<file path="src/rtl/trade_executor.sv">
// trade_executor
//   Far-end consumer of the SMA trade-signal path. Samples a 2-bit trade
//   signal with the current price, checks each request against position and
//   cash limits, and issues accepted requests as one order to a broker over
//   a valid/ready handshake. Tracks position and cash and enforces a
//   cooldown after every fill.
//
//   Optional feature macro: ORDER_TIMEOUT_EN
//     defined   : an unanswered order is abandoned after TIMEOUT_CYCLES
//                 cycles in ISSUE and counted as a reject.
//     undefined : ISSUE waits indefinitely for order_ready_in.
//
// Ports:
//   clk, rst          clock (rising edge), synchronous active-high reset
//   price_in          current price
//   price_valid_in    price_in / trade_signal_in valid this cycle
//   trade_signal_in   00 hold, 01 buy, 10 sell, 11 reserved (hold)
//   order_valid_out   order pending toward broker
//   order_ready_in    broker accepts the order
//   order_side_out    0 buy, 1 sell
//   order_price_out   price captured at request time
//   position_out      units currently held
//   cash_out          current cash
//   busy_out          state is not IDLE
//   reject_count_out  saturating count of rejected requests
module trade_executor #(
    parameter int DATA_WIDTH      = 8,
    parameter int CASH_WIDTH      = 16,
    parameter int INIT_CASH       = 1000,
    parameter int MAX_POSITION    = 4,
    parameter int COOLDOWN_CYCLES = 8,
    parameter int TIMEOUT_CYCLES  = 16
) (
    input  logic                              clk,
    input  logic                              rst,
    input  logic [DATA_WIDTH-1:0]             price_in,
    input  logic                              price_valid_in,
    input  logic [1:0]                        trade_signal_in,
    output logic                              order_valid_out,
    input  logic                              order_ready_in,
    output logic                              order_side_out,
    output logic [DATA_WIDTH-1:0]             order_price_out,
    output logic [$clog2(MAX_POSITION+1)-1:0] position_out,
    output logic [CASH_WIDTH-1:0]             cash_out,
    output logic                              busy_out,
    output logic [7:0]                        reject_count_out
);

    localparam int POS_W = $clog2(MAX_POSITION + 1);
    localparam int CD_W  = (COOLDOWN_CYCLES > 1) ? $clog2(COOLDOWN_CYCLES) : 1;
    localparam logic [CD_W-1:0]       CD_INIT   = (COOLDOWN_CYCLES > 0) ? CD_W'(COOLDOWN_CYCLES - 1) : '0;
    localparam logic [POS_W-1:0]      POS_MAX   = POS_W'(MAX_POSITION);
    localparam logic [CASH_WIDTH-1:0] CASH_INIT = CASH_WIDTH'(INIT_CASH);

    typedef enum logic [1:0] {IDLE, ISSUE, COOLDOWN} state_t;
    state_t state, state_nx;

    logic [CD_W-1:0]       cd_cnt;
    logic                  req_buy, req_sell, accept, reject, handshake, timeout_hit, cd_done;
    logic [CASH_WIDTH-1:0] price_ext, ord_price_ext;
    logic [CASH_WIDTH:0]   sell_sum;

    assign req_buy       = price_valid_in && (trade_signal_in == 2'b01);
    assign req_sell      = price_valid_in && (trade_signal_in == 2'b10);
    assign price_ext     = {{(CASH_WIDTH-DATA_WIDTH){1'b0}}, price_in};
    assign ord_price_ext = {{(CASH_WIDTH-DATA_WIDTH){1'b0}}, order_price_out};

    // Requests only count (accepted or rejected) while IDLE; elsewhere they
    // are dropped without trace.
    assign accept = (state == IDLE) &&
                    ((req_buy && (position_out < POS_MAX) && (cash_out >= price_ext)) ||
                     (req_sell && (position_out != '0)));
    assign reject    = (state == IDLE) && (req_buy || req_sell) && !accept;
    assign handshake = (state == ISSUE) && order_ready_in;
    assign cd_done   = (cd_cnt == '0);
    assign sell_sum  = {1'b0, cash_out} + {1'b0, ord_price_ext};

    assign order_valid_out = (state == ISSUE);
    assign busy_out        = (state != IDLE);

`ifdef ORDER_TIMEOUT_EN
    localparam int TO_W = (TIMEOUT_CYCLES > 1) ? $clog2(TIMEOUT_CYCLES) : 1;
    logic [TO_W-1:0] to_cnt;

    // A handshake on the last allowed cycle takes priority over the timeout.
    assign timeout_hit = (state == ISSUE) && !order_ready_in &&
                         (to_cnt == TO_W'(TIMEOUT_CYCLES - 1));

    always_ff @(posedge clk) begin
        if (rst || state != ISSUE) to_cnt <= '0;
        else                       to_cnt <= to_cnt + 1'b1;
    end
`else
    assign timeout_hit = 1'b0;
`endif

    always_ff @(posedge clk) begin
        if (rst) state <= IDLE;
        else     state <= state_nx;
    end

    always_comb begin
        state_nx = state;
        case (state)
            IDLE:     if (accept) state_nx = ISSUE;
            ISSUE: begin
                if (handshake)        state_nx = (COOLDOWN_CYCLES == 0) ? IDLE : COOLDOWN;
                else if (timeout_hit) state_nx = IDLE;
            end
            COOLDOWN: if (cd_done) state_nx = IDLE;
            default:  state_nx = IDLE;
        endcase
    end

    always_ff @(posedge clk) begin
        if (rst) begin
            order_side_out   <= 1'b0;
            order_price_out  <= '0;
            position_out     <= '0;
            cash_out         <= CASH_INIT;
            reject_count_out <= '0;
            cd_cnt           <= '0;
        end else begin
            if (accept) begin
                order_side_out  <= req_sell;
                order_price_out <= price_in;
            end

            if (handshake) begin
                if (!order_side_out) begin
                    position_out <= position_out + POS_W'(1);
                    cash_out     <= cash_out - ord_price_ext;
                end else begin
                    position_out <= position_out - POS_W'(1);
                    cash_out     <= sell_sum[CASH_WIDTH] ? '1 : sell_sum[CASH_WIDTH-1:0];
                end
            end

            if ((reject || timeout_hit) && reject_count_out != 8'hFF)
                reject_count_out <= reject_count_out + 8'd1;

            // Loaded on the fill so COOLDOWN lasts exactly COOLDOWN_CYCLES.
            if (handshake)
                cd_cnt <= CD_INIT;
            else if (state == COOLDOWN && !cd_done)
                cd_cnt <= cd_cnt - 1'b1;
        end
    end

endmodule

</file>
<file path="config.mk">
export PLATFORM = sky130hd
export DESIGN_NAME = trade_executor
export DESIGN_NICKNAME = d
export VERILOG_FILES = /design/src/rtl/trade_executor.sv
export SDC_FILE = /design/constraint.sdc
export NUM_CORES = 1
export LEC_CHECK = 0
export CAP_MARGIN = 20
export CORE_MARGIN = 2
export CORE_UTILIZATION = 50
export CTS_BUF_LIST = sky130_fd_sc_hd__clkbuf_4 sky130_fd_sc_hd__clkbuf_8
export CTS_CLUSTER_DIAMETER = 80
export CTS_CLUSTER_SIZE = 14
export DETAILED_ROUTE_END_ITERATION = 8
export GPL_TIMING_DRIVEN = 0
export PLACE_DENSITY = 0.73
export SLEW_MARGIN = 20
export SYNTH_ARGS = -nofsm -noshare
export SYNTH_HDL_FRONTEND = slang
export SYNTH_SLANG_ARGS = --single-unit
</file>
<file path="constraint.sdc">
create_clock -name clk -period 5.8 [get_ports clk]
set_clock_uncertainty 0.05 [all_clocks]
set_input_delay 0.58 -clock clk [delete_from_list [all_inputs] [get_ports clk]]
set_output_delay 0.58 -clock clk [all_outputs]
set_load 0.01 [all_outputs]
</file>
* Word level (Yosys, flattened, before mapping)
Index checks and enable logic that the tools add are counted.
Word-level totals: output and inout port bits 38, input port bits 14, logic and storage cells 53, register bits 41
Cells by class: muxes and demuxes 9, reductions and logical operators 21, add/subtract/negate cells 6, equal/unequal tests 8, $lt $le $gt $ge 2
Operator list (number):
- $mux W16 | 2
- $add A16 B8 Y17 | 1
- $ge A16 B8 Y1 | 1
- $sub A16 B8 Y16 | 1
- $logic_and A1 B1 Y1 | 11
- $mux W3 | 3
- $add A8 B1 Y8 const B | 1
- $ne A8 B8 Y1 const B | 1
- $mux W2 | 3
- $pmux W2 S3 | 1
- $sub A3 B1 Y3 const B | 2
- $eq A2 B1 Y1 const B | 2
- $eq A2 B2 Y1 const B | 2
- $ne A2 B2 Y1 const B | 2
- $reduce_bool A2 Y1 | 2
- $add A3 B1 Y3 const B | 1
- $logic_not A3 Y1 | 1
- $lt A3 B3 Y1 const B | 1
- $reduce_and A3 Y1 | 1
- $reduce_bool A3 Y1 | 1
- $logic_not A1 Y1 | 2
- $logic_not A2 Y1 | 1
- $logic_or A1 B1 Y1 | 2
- $ne A2 B1 Y1 const B | 1

* Depth between registers and ports, before layout
word-level depth 9, mapped depth 10

* Worst setup path before layout
Ideal clock, no wire load.
path type register to register, start register order_price_out[0], end register cash_out[14], buffers on the path 1, stages on the path, launching flop included 11, slack 3.464 ns, data arrival time 2.215 ns, cells stage by stage dfxtp_1 -> ha_1 -> inv_1 -> fa_1 -> o21bai_4 -> o2111ai_2 -> a31oi_4 -> a31oi_1 -> buf_6 -> a211o_1 -> a21oi_1
On the way: word-level cells in the longest chain between the ends 3, elaborated cells on any way between the ends 4, classes of those cells add/sub (2); mux (2)
Ends and longest elaborated chain:
- from (decl) | line 42 | output logic [DATA_WIDTH-1:0] order_price_out,
- from (signal assigned) | line 126 | order_price_out <= price_in;
- $add A16 B8 Y17 | line 76 | assign sell_sum = {1'b0, cash_out} + {1'b0, ord_price_ext};
- $mux W16 | line 135 | cash_out <= sell_sum[CASH_WIDTH] ? '1 : sell_sum[CASH_WIDTH-1:0];
- $mux W16 (*) | line 130 | if (!order_side_out) begin
- to (signal assigned) | line 132 | cash_out <= cash_out - ord_price_ext;
- to (signal assigned) | line 135
- to (decl) | line 44 | output logic [CASH_WIDTH-1:0] cash_out,
Mark *: on every way between the ends. The rest lies on a longest branch, timed or not. A chain may end at the register's enable or synchronous reset.

* Final worst setup path
start register order_price_out[1], end register cash_out[9]
The elaborated chain is that of the path after synthesis.

==> summary.md <==
| Metric | Value |
|---|---|
| Final setup fails | `0` |
| Initial Utilization | `52.5%` |
| Placed Cells | `512` |
| Number of global-route vias before repair | `2949` |
| Worst Path Max Fanout | `5` |
| Reg2reg end | `cash_out[9]` |
| N_diodes | `0` |
| Final period util | `46.9%` |
| Worst vdd ir | `0.143 mV` |
| Fin cells | `520` |
| Outcome | `complete, no violations` |
| Top cells by count, synth | `41 x dfxtp_1, 37 x nor2_1, 33 x inv_1` |
| Area grow syn2layout | `22.9%` |
| Startpoint types | `register` |
| Number of placement rows | `28` |
| Slew @ Worst Pin | `717 ps` |
| Remaining global-route overflow | `0` |
| Die H | `83.3 um` |
| R2r startpoint | `order_price_out[1]` |
| Worst setup startpoint | `order_price_out[1]` |
| Die ar. | `6940 um^2` |
| Critical path type | `register to register` |
| Max Slew Vio Count | `0` |
| Post-synth EDFFs | `0` |
| Max-slew headroom | `52.2%` |
| TritonCTS clock tree | `yes` |
| GRT Total Usage | `25.4%` |
| Pwr dens | `173 nW/um^2` |
| Largest net degree at the start of global routing | `15` |
| Root buffer cell | `clkbuf_8` |
| Postcts setup bufs | `0` |
| CTS buffer count | `5` |
| Clock power frac | `36.5%` |
| Nets@finish | `488` |
| RSZ-0062 raised after global routing | `false` |
| Via count | `3115` |
| Worst-path clk slew | `90 ps` |
| Area of the multi-input gates | `2070 um^2` |
| Post-synth top area cell | `dfxtp_1` |
| Worst skew pair latency | `300 ps` |
| # DRC | `0` |
| Hold_buf cts | `0` |
| Drt pass-1 iters | `5` |
| Initial DRC count | `202` |
| Number of clock sinks | `41` |
| Post-cts resize count | `0` |
| Layout cells sized above 1 | `9.21%` |
| Syn_area_per_cell | `8.15 um^2` |
| R2R Setup Slk | `3080 ps` |
| Seq cells post-synth | `41` |
| Net Switching | `195 uW` |
| Logic pwr share | `19.0%` |
| Core ar. | `5990 um^2` |
| DIE WIDTH | `83.3 um` |
| First-pass GRT wire length | `14.4 mm` |
| Drt total wl | `8.71 mm` |
| Final number of hold-violating endpoints | `0` |
| Setup TNS | `0 ps` |
| Cell variety after synth | `70` |
| Antenna Violating Nets Remaining | `0` |
| Critical path endpoint category | `register` |
| Hold Path Class | `register to register` |
| Post-synthesis async set-or-reset flop share | `0%` |
| Drt wl/cell | `16.8 um` |
| Pint | `475 uW` |
| Most common cell in the netlist | `dfxtp_1` |
| Dpl hpwl | `6.51 mm` |
| Register area | `821 um^2` |
| Reg2Reg Depth | `8` |
| Seq/Total Area, Yosys | `26.1%` |
| Antenna violations before repair | `0` |
| P_leak | `1.41 nW` |
| Sequential power share | `44.5%` |
| Top FF cell, synth | `dfxtp_1` |
| Synth top area share | `26.1%` |
| Synth top area cells | `dfxtp_1 26%, ha_1 11%, a21oi_1 4.8%` |
| Post-synthesis net count | `430` |
| Max-cap viol count | `0` |
| Htree depth | `2` |
| Buffers on Ports | `51` |
| Mean number of vias per cell | `5.99` |
| Synthesized area | `3150 um^2` |
| Cell count after synthesis | `386` |
| Boundary Pins | `52` |
| Core Util, Final | `64.5%` |
| Worst path arrival time | `2860 ps` |
| Final GP Congestion | `0.933` |
| Critical Path End | `cash_out[9]` |
| Min cycle time layout | `2720 ps` |
| Synth warn | `0` |
| Critical Path RT | `5940 ps` |
| Fmax | `0.368 GHz` |
| CTS max path bufs | `2` |
| Fill cells | `529` |
| Switching part of the total | `29.1%` |
==> worst max-delay path: stages (launching register included) <==
cell	delay, ps
dfxtp_1	460
inv_1	120
ha_1	310
nor2b_1	190
o2111ai_1	250
a211oi_1	530
nor4_1	120
or2_0	220
a221o_1	340
==> layer usage <==
layer,part of all wire [%],track usage [%],wire length (um),vias to the layer above
met3,6.7,3.98,583,15
met5,0,0,0,-
li1,-,-,-,1510
met2,45,41.9,3940,125
met4,1.6,6.26,142,0
met1,46,34.6,4040,1465
==> sequential cells by signal, summed over array words and instances (netlist names) <==
name / cells
cd_cnt: 3
order_side_out: 1
position_out: 3
reject_count_out: 8
order_price_out: 8
cash_out: 16
state: 2
==> cells in the final DEF (no fill, tap or decap), types with 5 or more instances in the layout <==
cell type and count:
clkdlybuf4s50_1 51, dfxtp_1 41, nor2_1 37, inv_1 33, a21oi_1 30, ha_1 27, nand2_1 22, o21ai_0 16
a211oi_1 13, mux2i_1 11, nor3_1 10, clkbuf_1 9, nand3_1 8, or3_1 7, nand4_1 7, nand2b_1 7
nor2b_1 5, buf_6 5, o31ai_1 5, xnor2_1 5, clkbuf_8 5
==> power groups by stage <==
stage	Combinational [mW]	Clock [mW]	Sequential, mW
3_5_place_dp	0.125	0	0.305
6_report	0.127	0.244	0.298
5_1_grt	0.140	0.254	0.300
2_1_floorplan	0.0770	0	0.305
4_1_cts	0.126	0.251	0.298
3_3_place_gp	0.123	0	0.305
==> logic make-up after synthesis <==
family                   after synthesis  synth area share [%]
buffers and inverters                 55                  7.99
AO/OA/AOI/OAI                        106                  24.4
adder cells (fa/ha/maj)               30                  12.6
XOR/XNOR                               7                  1.95
AND/OR/NAND/NOR                      132                  22.0
flip-flops                            41                  26.1
multiplexers                          15                  4.93
==> worst min-delay path by stage <==
stage,to,startpoint,cells after the start
floorplan,position_out[0],position_out[0],2
global placement,position_out[0],position_out[0],2
detailed placement,position_out[0],position_out[0],2
CTS,position_out[0],position_out[0],2
global route,position_out[0],position_out[0],2
finish,position_out[0],position_out[0],2
==> through the flow <==
step / hold slack (ps) / setup slack (ps) / instance area, um^2 / power [mW]
3_5_place_dp: 441 / 2810 / 3750 / 0.430
6_report: 457 / 3080 / 3870 / 0.670
4_1_cts: 452 / 3120 / 3870 / 0.676
3_3_place_gp: 424 / 2810 / 3750 / 0.428
2_1_floorplan: 450 / 3460 / 3150 / 0.382
5_1_grt: 484 / 2890 / 3870 / 0.694
==> area by class of cell <==
class                      instances  share of cell area, %
buffer                            19                   3.01
clock buffer                       5                   1.78
clock inverter                     3                   1.20
inverter                          36                   3.50
multi-input combinational        290                   53.7
sequential                        41                   21.2
tap                               75                   2.43
timing repair buffer              51                   13.2
(Power assumes the default switching activity.)
